<file path="config.mk">
export PLATFORM = sky130hd
export DESIGN_NAME = bus_if6809_flat
export DESIGN_NICKNAME = d
export VERILOG_FILES = /design/src/rtl/bus_if6809_if.sv /design/src/rtl/bus_if6809.sv /design/src/flat_wrapper.sv
export SDC_FILE = /design/constraint.sdc
export NUM_CORES = 1
export LEC_CHECK = 0
export ABC_AREA = 1
export CAP_MARGIN = 20
export CORE_MARGIN = 2
export CORE_UTILIZATION = 49
export CTS_CLUSTER_DIAMETER = 30
export CTS_CLUSTER_SIZE = 12
export DETAILED_ROUTE_END_ITERATION = 10
export PLACE_DENSITY = 0.81
export SYNTH_ARGS = -nofsm -noshare
export SYNTH_HDL_FRONTEND = slang
export SYNTH_SLANG_ARGS = --single-unit
</file>
<file path="constraint.sdc">
create_clock -name clk -period 1.9 [get_ports clk]
set_input_delay 0.19 -clock clk [delete_from_list [all_inputs] [get_ports clk]]
set_output_delay 0.19 -clock clk [all_outputs]
set_load 0.05 [all_outputs]
</file>
<file path="src/rtl/bus_if6809_if.sv">
`default_nettype none
// ============================================================================
// Interface : bus_if6809_if
// Purpose   : core request/ack bundle plus byte-wide memory bus for bus_if6809.
//             BUS_HALT_EN adds halt_b/ba.
// Revision  : 1.0
// ============================================================================
interface bus_if6809_if;
  logic        req;
  logic        req_we;
  logic        req_word;
  logic [15:0] req_addr;
  logic [15:0] req_wdata;
  logic        ack;
  logic        err;
  logic [15:0] rdata;
  logic        busy;
  logic [15:0] mem_addr;
  logic        mem_valid;
  logic        mem_rw_n;
  logic [7:0]  mem_wdata;
  logic [7:0]  mem_rdata;
  logic        mem_ready;
`ifdef BUS_HALT_EN
  logic        halt_b;
  logic        ba;

  // Bus unit view: serves the core, masters the memory.
  modport slave (
    input  req, req_we, req_word, req_addr, req_wdata, mem_rdata, mem_ready, halt_b,
    output ack, err, rdata, busy, mem_addr, mem_valid, mem_rw_n, mem_wdata, ba
  );
  modport master (
    output req, req_we, req_word, req_addr, req_wdata, mem_rdata, mem_ready, halt_b,
    input  ack, err, rdata, busy, mem_addr, mem_valid, mem_rw_n, mem_wdata, ba
  );
`else
  // Bus unit view: serves the core, masters the memory.
  modport slave (
    input  req, req_we, req_word, req_addr, req_wdata, mem_rdata, mem_ready,
    output ack, err, rdata, busy, mem_addr, mem_valid, mem_rw_n, mem_wdata
  );
  modport master (
    output req, req_we, req_word, req_addr, req_wdata, mem_rdata, mem_ready,
    input  ack, err, rdata, busy, mem_addr, mem_valid, mem_rw_n, mem_wdata
  );
`endif
endinterface
`default_nettype wire

</file>
<file path="src/rtl/bus_if6809.sv">
`default_nettype none
// ============================================================================
// Module   : bus_if6809
// Purpose  : core6809 bus unit; 8/16-bit requests as big-endian byte cycles with
//            wait states and timeout. Optional halt/ba via BUS_HALT_EN.
// Revision : 1.0
// ============================================================================
module bus_if6809 #(
  parameter int TIMEOUT = 15,
  parameter int TO_W    = 4
) (
  input  logic        clk,
  input  logic        reset_b,
  bus_if6809_if.slave bus
);

  typedef enum logic [1:0] {
    S_IDLE = 2'd0,
    S_HI   = 2'd1,
    S_LO   = 2'd2,
    S_ACK  = 2'd3
  } state_t;

  localparam logic [TO_W-1:0] c_timeout = TO_W'(TIMEOUT);
  localparam bit              c_to_en   = (TIMEOUT != 0);

  state_t           r_state,     w_state;
  logic             r_we,        w_we;
  logic             r_word,      w_word;
  logic [7:0]       r_wdata_lo,  w_wdata_lo;
  logic [TO_W-1:0]  r_cnt,       w_cnt;
  logic             r_ack,       w_ack;
  logic             r_err,       w_err;
  logic [15:0]      r_rdata,     w_rdata;
  logic             r_busy,      w_busy;
  logic [15:0]      r_mem_addr,  w_mem_addr;
  logic             r_mem_valid, w_mem_valid;
  logic             r_mem_rw_n,  w_mem_rw_n;
  logic [7:0]       r_mem_wdata, w_mem_wdata;
  logic [TO_W-1:0]  w_cnt_inc;
  logic             w_timeout;
  logic             w_accept_ok;

`ifdef BUS_HALT_EN
  logic r_ba;

  assign w_accept_ok = bus.halt_b;

  // Bus is only granted while idle; an in-flight transaction finishes first.
  always_ff @(posedge clk or negedge reset_b) begin
    if (!reset_b) r_ba <= 1'b0;
    else          r_ba <= (r_state == S_IDLE) && !bus.halt_b;
  end

  assign bus.ba = r_ba;
`else
  assign w_accept_ok = 1'b1;
`endif

  // The wait that would bring the count to TIMEOUT is the one that aborts.
  assign w_cnt_inc = r_cnt + TO_W'(1);
  assign w_timeout = c_to_en && (w_cnt_inc == c_timeout);

  always_comb begin
    w_state     = r_state;
    w_we        = r_we;
    w_word      = r_word;
    w_wdata_lo  = r_wdata_lo;
    w_cnt       = r_cnt;
    w_ack       = 1'b0;
    w_err       = 1'b0;
    w_rdata     = r_rdata;
    w_mem_addr  = r_mem_addr;
    w_mem_valid = r_mem_valid;
    w_mem_rw_n  = r_mem_rw_n;
    w_mem_wdata = r_mem_wdata;
    case (r_state)
      S_IDLE: begin
        if (bus.req && w_accept_ok) begin
          w_state     = S_HI;
          w_we        = bus.req_we;
          w_word      = bus.req_word;
          w_wdata_lo  = bus.req_wdata[7:0];
          w_cnt       = '0;
          w_mem_valid = 1'b1;
          w_mem_addr  = bus.req_addr;
          w_mem_rw_n  = ~bus.req_we;
          w_mem_wdata = bus.req_word ? bus.req_wdata[15:8] : bus.req_wdata[7:0];
        end
      end
      S_HI: begin
        if (bus.mem_ready) begin
          if (!r_we) w_rdata = r_word ? {bus.mem_rdata, r_rdata[7:0]} : {8'h00, bus.mem_rdata};
          if (r_word) begin
            w_state     = S_LO;
            w_cnt       = '0;
            w_mem_addr  = r_mem_addr + 16'd1;
            w_mem_wdata = r_wdata_lo;
          end else begin
            w_state     = S_ACK;
            w_ack       = 1'b1;
            w_mem_valid = 1'b0;
          end
        end else if (w_timeout) begin
          // Aborted word skips LO; both bytes read back as FF.
          if (!r_we) w_rdata = r_word ? 16'hFFFF : 16'h00FF;
          w_state     = S_ACK;
          w_ack       = 1'b1;
          w_err       = 1'b1;
          w_mem_valid = 1'b0;
        end else begin
          w_cnt = w_cnt_inc;
        end
      end
      S_LO: begin
        if (bus.mem_ready) begin
          if (!r_we) w_rdata = {r_rdata[15:8], bus.mem_rdata};
          w_state     = S_ACK;
          w_ack       = 1'b1;
          w_mem_valid = 1'b0;
        end else if (w_timeout) begin
          if (!r_we) w_rdata = {r_rdata[15:8], 8'hFF};
          w_state     = S_ACK;
          w_ack       = 1'b1;
          w_err       = 1'b1;
          w_mem_valid = 1'b0;
        end else begin
          w_cnt = w_cnt_inc;
        end
      end
      S_ACK: begin
        w_state = S_IDLE;
      end
      default: begin
        w_state     = S_IDLE;
        w_mem_valid = 1'b0;
      end
    endcase
    w_busy = (w_state != S_IDLE);
  end

  always_ff @(posedge clk or negedge reset_b) begin
    if (!reset_b) begin
      r_state     <= S_IDLE;
      r_we        <= 1'b0;
      r_word      <= 1'b0;
      r_wdata_lo  <= 8'h00;
      r_cnt       <= '0;
      r_ack       <= 1'b0;
      r_err       <= 1'b0;
      r_rdata     <= 16'h0000;
      r_busy      <= 1'b0;
      r_mem_addr  <= 16'hFFFF;
      r_mem_valid <= 1'b0;
      r_mem_rw_n  <= 1'b1;
      r_mem_wdata <= 8'h00;
    end else begin
      r_state     <= w_state;
      r_we        <= w_we;
      r_word      <= w_word;
      r_wdata_lo  <= w_wdata_lo;
      r_cnt       <= w_cnt;
      r_ack       <= w_ack;
      r_err       <= w_err;
      r_rdata     <= w_rdata;
      r_busy      <= w_busy;
      r_mem_addr  <= w_mem_addr;
      r_mem_valid <= w_mem_valid;
      r_mem_rw_n  <= w_mem_rw_n;
      r_mem_wdata <= w_mem_wdata;
    end
  end

  assign bus.ack       = r_ack;
  assign bus.err       = r_err;
  assign bus.rdata     = r_rdata;
  assign bus.busy      = r_busy;
  assign bus.mem_addr  = r_mem_addr;
  assign bus.mem_valid = r_mem_valid;
  assign bus.mem_rw_n  = r_mem_rw_n;
  assign bus.mem_wdata = r_mem_wdata;

endmodule
`default_nettype wire

</file>
<file path="src/flat_wrapper.sv">
// flat-port wrapper written by rule: the top's interface ports become plain ports
module bus_if6809_flat 
#(
  parameter int TIMEOUT = 15,
  parameter int TO_W    = 4
)
  (clk, reset_b, bus_req, bus_req_we, bus_req_word, bus_req_addr, bus_req_wdata, bus_mem_rdata, bus_mem_ready, bus_ack, bus_err, bus_rdata, bus_busy, bus_mem_addr, bus_mem_valid, bus_mem_rw_n, bus_mem_wdata);
  bus_if6809_if bus_i ();
  input  logic clk;
  input  logic reset_b;
  input wire logic [$bits(bus_i.req)-1:0] bus_req;
  input wire logic [$bits(bus_i.req_we)-1:0] bus_req_we;
  input wire logic [$bits(bus_i.req_word)-1:0] bus_req_word;
  input wire logic [$bits(bus_i.req_addr)-1:0] bus_req_addr;
  input wire logic [$bits(bus_i.req_wdata)-1:0] bus_req_wdata;
  input wire logic [$bits(bus_i.mem_rdata)-1:0] bus_mem_rdata;
  input wire logic [$bits(bus_i.mem_ready)-1:0] bus_mem_ready;
  output wire logic [$bits(bus_i.ack)-1:0] bus_ack;
  output wire logic [$bits(bus_i.err)-1:0] bus_err;
  output wire logic [$bits(bus_i.rdata)-1:0] bus_rdata;
  output wire logic [$bits(bus_i.busy)-1:0] bus_busy;
  output wire logic [$bits(bus_i.mem_addr)-1:0] bus_mem_addr;
  output wire logic [$bits(bus_i.mem_valid)-1:0] bus_mem_valid;
  output wire logic [$bits(bus_i.mem_rw_n)-1:0] bus_mem_rw_n;
  output wire logic [$bits(bus_i.mem_wdata)-1:0] bus_mem_wdata;
  assign bus_i.req = bus_req;
  assign bus_i.req_we = bus_req_we;
  assign bus_i.req_word = bus_req_word;
  assign bus_i.req_addr = bus_req_addr;
  assign bus_i.req_wdata = bus_req_wdata;
  assign bus_i.mem_rdata = bus_mem_rdata;
  assign bus_i.mem_ready = bus_mem_ready;
  assign bus_ack = bus_i.ack;
  assign bus_err = bus_i.err;
  assign bus_rdata = bus_i.rdata;
  assign bus_busy = bus_i.busy;
  assign bus_mem_addr = bus_i.mem_addr;
  assign bus_mem_valid = bus_i.mem_valid;
  assign bus_mem_rw_n = bus_i.mem_rw_n;
  assign bus_mem_wdata = bus_i.mem_wdata;
  bus_if6809 #(.TIMEOUT(TIMEOUT), .TO_W(TO_W)) u_core (.clk(clk), .reset_b(reset_b), .bus(bus_i));
endmodule
</file>
== After elaboration in Yosys (flattened, before gate mapping) ==
Cells that the tools add are included.

* Register bits: 61
* Output and inout port bits: 45
* Logic and storage cells: 91
* Input bits: 46

* Reductions and logical operators: 13
* Add/sub/neg operators: 2
* Bitwise logic cells: 3
* Equality and inequality tests: 14
* Mux-type cells: 45

{| class="wikitable"
|+ Operator list
! kind !! count
|-
| $mux 16 || 11
|-
| $pmux 16 s2 || 2
|-
| $mux 8 || 6
|-
| $mux 4 || 5
|-
| $add 16x1->16 const B || 1
|-
| $pmux 8 s2 || 1
|-
| $mux 1 || 12
|-
| $pmux 4 s3 || 1
|-
| $reduce_and 4->1 || 3
|-
| $ne 2x2->1 const B || 5
|-
| $ne 3x2->1 const B || 3
|-
| $mux 2 || 4
|-
| $pmux 2 s4 || 1
|-
| $reduce_bool 2->1 || 4
|-
| $reduce_and 6->1 || 1
|-
| $add 4x1->4 const B || 1
|-
| $eq 2x2->1 const B || 2
|-
| $eq 4x4->1 const B || 1
|-
| $ne 3x3->1 const B || 1
|-
| $not 1->1 || 3
|-
| $pmux 1 s3 || 1
|-
| $reduce_and 3->1 || 1
|-
| $reduce_bool 3->1 || 1
|-
| $eq 2x1->1 const B || 1
|-
| 5 further kinds || 5
|}

== Logic depth before layout (Yosys ltp) ==
* Depth in word-level cells: 6
* Depth in mapped cells: 11
* Gate-level depth less buffers: 11

== Worst setup path before layout ==
OpenSTA, ideal clock, no wires.

* Path type: register -> register
* Start point: register u_core.r_mem_addr[0] (netlist: u_core.bus.mem_addr[0])
* End point: register u_core.r_mem_addr[14] (netlist: u_core.bus.mem_addr[14])
* Required time: 1.825 ns
* Period minus slack after synthesis: 1.663 ns
* Library setup time: 0.075 ns
* Stages on the path, launching flop included: 9
* Path buffers: 0
* Setup slack: 0.237 ns
* Data arrival time: 1.588 ns
* Cells stage by stage: dfstp_2 -> ha_1 -> nand3_1 -> nor2_1 -> nand3_1 -> nand2_1 -> nand3_1 -> nand2_1 -> nand2_1

* Longest elaborated chain between the ends: 4

{| class="wikitable"
|+ RTL lines
! item !! RTL line !! text
|-
| start, declared || bus_if6809.sv:36 || <nowiki>logic [15:0] r_mem_addr, w_mem_addr;</nowiki>
|-
| start signal, assigned || bus_if6809.sv:167 || <nowiki>r_mem_addr <= w_mem_addr;</nowiki>
|-
| $add 16x1->16 || bus_if6809.sv:97 || <nowiki>w_mem_addr = r_mem_addr + 16'd1;</nowiki>
|-
| $mux 16 || bus_if6809.sv:94 || <nowiki>if (r_word) begin</nowiki>
|-
| $mux 16 || bus_if6809.sv:92 || <nowiki>if (bus.mem_ready) begin</nowiki>
|-
| $pmux 16 s2 || bus_if6809.sv:77 || <nowiki>case (r_state)</nowiki>
|}

No other way between the ends. The select of a mux whose other input is x is not followed.
A chain may end at the register's enable or synchronous reset.

== Worst setup path after layout ==
* Start point: register u_core.r_state[1]
* End point: register u_core.r_mem_addr[8] (netlist: u_core.bus.mem_addr[8])

* Longest elaborated chain between the ends: 3
* Elaborated cells between the ends (all ways): 8
* Those cells by class: eq/ne: 4; mux: 1; reduce/logical: 3

{| class="wikitable"
|+ RTL lines
! item !! RTL line !! text
|-
| start, declared || bus_if6809.sv:27 || <nowiki>state_t r_state, w_state;</nowiki>
|-
| start signal, assigned || bus_if6809.sv:158 || <nowiki>r_state <= w_state;</nowiki>
|-
| $eq 2x1->1 / $logic_not 2->1 (equally long branches) || bus_if6809.sv:77 ||
|-
| $ne 2x1->1 (no line) (tied with other cells) || - ||
|-
| $reduce_and 4->1 (no line) || - ||
|}

Several ways; a longest one is shown, not always the timed one.

==> reports/metrics.csv <==
stage,metric,value,unit
outcome,status,"complete, no violations",
logic_synthesis,share of the synthesized area in the top cell type,0.325,
placement,PortBufs,90,
final_layout,final net count,602,
routing,post-DR vias/cell,5.32,
die,num rows,30,
setup_path,critical path endpoint category,register,
timing,Slew Limit Fails,0,
min_path,Hold WC Path Type,in2async,
clock_network,TritonCTS Buffers,9,
timing,Setup Skew,0.00981,ns
clock_network,clock insertion delay at the later pin of the skew report,0.34,ns
clock_network,CTS Root Buffer Type,clkbuf_8,
setup_path,CP Data Arrival Time,2.01,ns
routing,DRC errors left,0,
final_layout,Area growth syn-to-layout,37.4,%
timing,Max-slew headroom,0.603,
clock_network,CTS tree,built,
global_routing,global-route wire length before repair,14.6,mm
die,Initial Util,0.504,
logic_synthesis,"Avg Cell Area, Syn",7.50,um2
power,LEAKAGE,2.15,nW
routing,initial DRC count,242,
setup_path,WS Path Type,reg2reg,
setup_path,data required time at the worst endpoint,2.16,ns
clock_network,CTS sink count,61,
final_layout,share of layout cells above drive strength 1,0.151,
logic_synthesis,number of enable flip-flop cells after synthesis,0,
logic_synthesis,Post-Syn Nets,503,
timing,Final setup viols,0,
placement,hpwl dp,6.45,mm
power,"IR drop worst, VDD",0.925,mV
die,Die Ht,87.1,um
clock_network,"CTS clk-pin slew, worst paths",0.07,ns
placement,pre-CTS setup slack,0.135,ns
routing,total wire length,8.84,mm
logic_synthesis,Synth Instances,451,
global_routing,Total GRT Usage,0.245,
clock_network,CTS HTree Levels,3,
routing,DRT Pass-1 Iters,5,
placement,Inst Count DP,618,
timing,Max Clk Rate,0.570,GHz
routing,Final ANT Viol Nets,0,
timing,worst setup margin,0.147,ns
die,I/O pins,91,
routing,routed len/inst,13.9,um
flow_run,Max Cap Viol,0,
timing,Tightest Pin Transition,0.596,ns
global_routing,vias in the first global route,3156,
setup_path,Setup crit start kind,register,
logic_synthesis,sequential fraction of the synthesis area,0.457,
timing,Hold Fails Final Rpt,0,
logic_synthesis,asr flop ratio synth,1.00,
die,Core Area,0.00672,mm2
clock_network,# Post-CTS Setup Buffers,0,
logic_synthesis,flop and latch count out of synthesis,61,
global_routing,antenna violations before repair,0,
logic_synthesis,"Distinct cells, synth",33,
setup_path,CP max FO,32,
die,die width,87.1,um
placement,RD Place Congestion,0.909,
routing,overall via count from detail_route,3380,
logic_synthesis,Post-synth top cells,"128 x nand2_1, 67 x nor2_1, 44 x dfrtp_1",
timing,Final TNS setup,0,ns
timing,final period utilization,0.923,
logic_synthesis,Syn Std Cell Area,0.00338,mm2
logic_synthesis,top cell type by total area after synthesis,dfrtp_1,
logic_synthesis,ys flop type,dfrtp_1,
final_layout,diode count,0,
global_routing,total gr overflow,0,
clock_network,Longest Clk Path Bufs,2,
power,Overall Power,0.00947,W
logic_synthesis,most frequent cell after synthesis,nand2_1,
timing,min Tclk post-route,1.75,ns
final_layout,post-route insts no fill,635,
global_routing,largest net degree at the start of global routing,46,
logic_synthesis,YS warnings,0,
power,PwrDens,2040,mW/mm2
logic_synthesis,top post-synthesis cells by area,"dfrtp_1 33%, nand2_1 14%, dfstp_2 13%, nor2_1 7.4%, o21ai_0 6.2%",
die,DIE AREA,0.00759,mm2
-- critical path: stages (launching register included) --
cell and delay (ns):
dfrtp_1 0.38, inv_1 0.12, ha_2 0.25, inv_2 0.06
or2_1 0.24, nand2_2 0.14, buf_12 0.19, a21oi_1 0.06
a21oi_1 0.22
-- flip-flops by register name, summed over array words and instances (netlist names) --
name                  flops
u_core.r_cnt              4
u_core.bus.busy           1
u_core.bus.ack            1
u_core.r_word             1
u_core.bus.mem_wdata      8
u_core.bus.mem_rw_n       1
u_core.bus.mem_addr      16
u_core.r_state            2
u_core.bus.err            1
u_core.r_wdata_lo         8
u_core.bus.rdata         16
u_core.r_we               1
u_core.bus.mem_valid      1
-- cell families after synthesis --
family	after synthesis	share of synthesized area
simple gates	256	0.327
flops	61	0.457
buf+inv	48	0.0610
fa+ha+maj	6	0.0222
compound gates	79	0.130
xor+xnor	1	0.00259
-- cell type report --
type                       count  area, um2
fill                         543       2070
clock buffer                  12        145
tap                           80        100
inverter                      33        126
timing repair buffer         103        991
clock inverter                 4       95.1
sequential                    61       1550
multi-input combinational    342       1640
-- report_power, final --
| part | switching [W] | internal, W | leakage [nW] | total [W] |
|---|---|---|---|---|
| clock | 0.000503 | 0.000907 | 0.121 | 0.00141 |
| combinational | 0.00369 | 0.00178 | 1.30 | 0.00547 |
| sequential | 0.000532 | 0.00206 | 0.731 | 0.00259 |
-- placed cells by master, fill, tap and decap left out, types with 9 or more instances in the layout --
cell type / n
clkbuf_8: 10
dfstp_2: 17
dfrtp_1: 44
nand4_1: 15
buf_4: 23
nand2_1: 128
nor2_1: 67
nand3_1: 21
clkdlybuf4s50_1: 72
o21ai_0: 42
a21oi_1: 20
nor3_1: 12
inv_1: 27
o21ai_2: 9
-- layer usage --
metal	track usage	vias up	share of wire
met5	0	-	0
met4	0.0951	0	0.023
met3	0.0493	22	0.061
met2	0.381	138	0.47
met1	0.339	1542	0.45
li1	-	1678	-
-- path summary, 6_finish.rpt --
kind | startpoint | to | slack [ns] | cells after the start
min in group clk | bus_req_wdata[2] | u_core.r_wdata_lo[2]$_DFFE_PN0P_ | 0.41 | 3
worst min-delay path | reset_b | u_core.bus.rdata[2]$_DFFE_PN0P_ | 0.38 | 2
worst max-delay path | u_core.r_state[1]$_DFF_PN0_ | u_core.bus.mem_addr[8]$_DFFE_PN1P_ | 0.15 | 8
worst min register to register | u_core.bus.rdata[2]$_DFFE_PN0P_ | u_core.bus.rdata[2]$_DFFE_PN0P_ | 0.48 | 2
max in group asynchronous | reset_b | u_core.bus.mem_addr[7]$_DFFE_PN1P_ | 0.85 | 3
worst max register to register | u_core.r_state[1]$_DFF_PN0_ | u_core.bus.mem_addr[8]$_DFFE_PN1P_ | 0.15 | 8
-- what timing repair did --
action / CTS / global route
gates resized for setup: 2 / 7
endpoints found under the setup margin: 2 / 12
endpoints found under the hold margin: 23 / 0
hold buffers: 1 / 0
-- per-stage QoR --
step           hold slack, ns   util  instance area [um2]
3_3_place_gp            0.223  0.652                 4380
4_1_cts                 0.397  0.689                 4630
5_1_grt                 0.415  0.692                 4650
2_1_floorplan          -0.106      -                 3380
6_report                0.384  0.692                 4650
3_5_place_dp            0.224  0.652                 4380
Power figures use the tool's default switching activity.
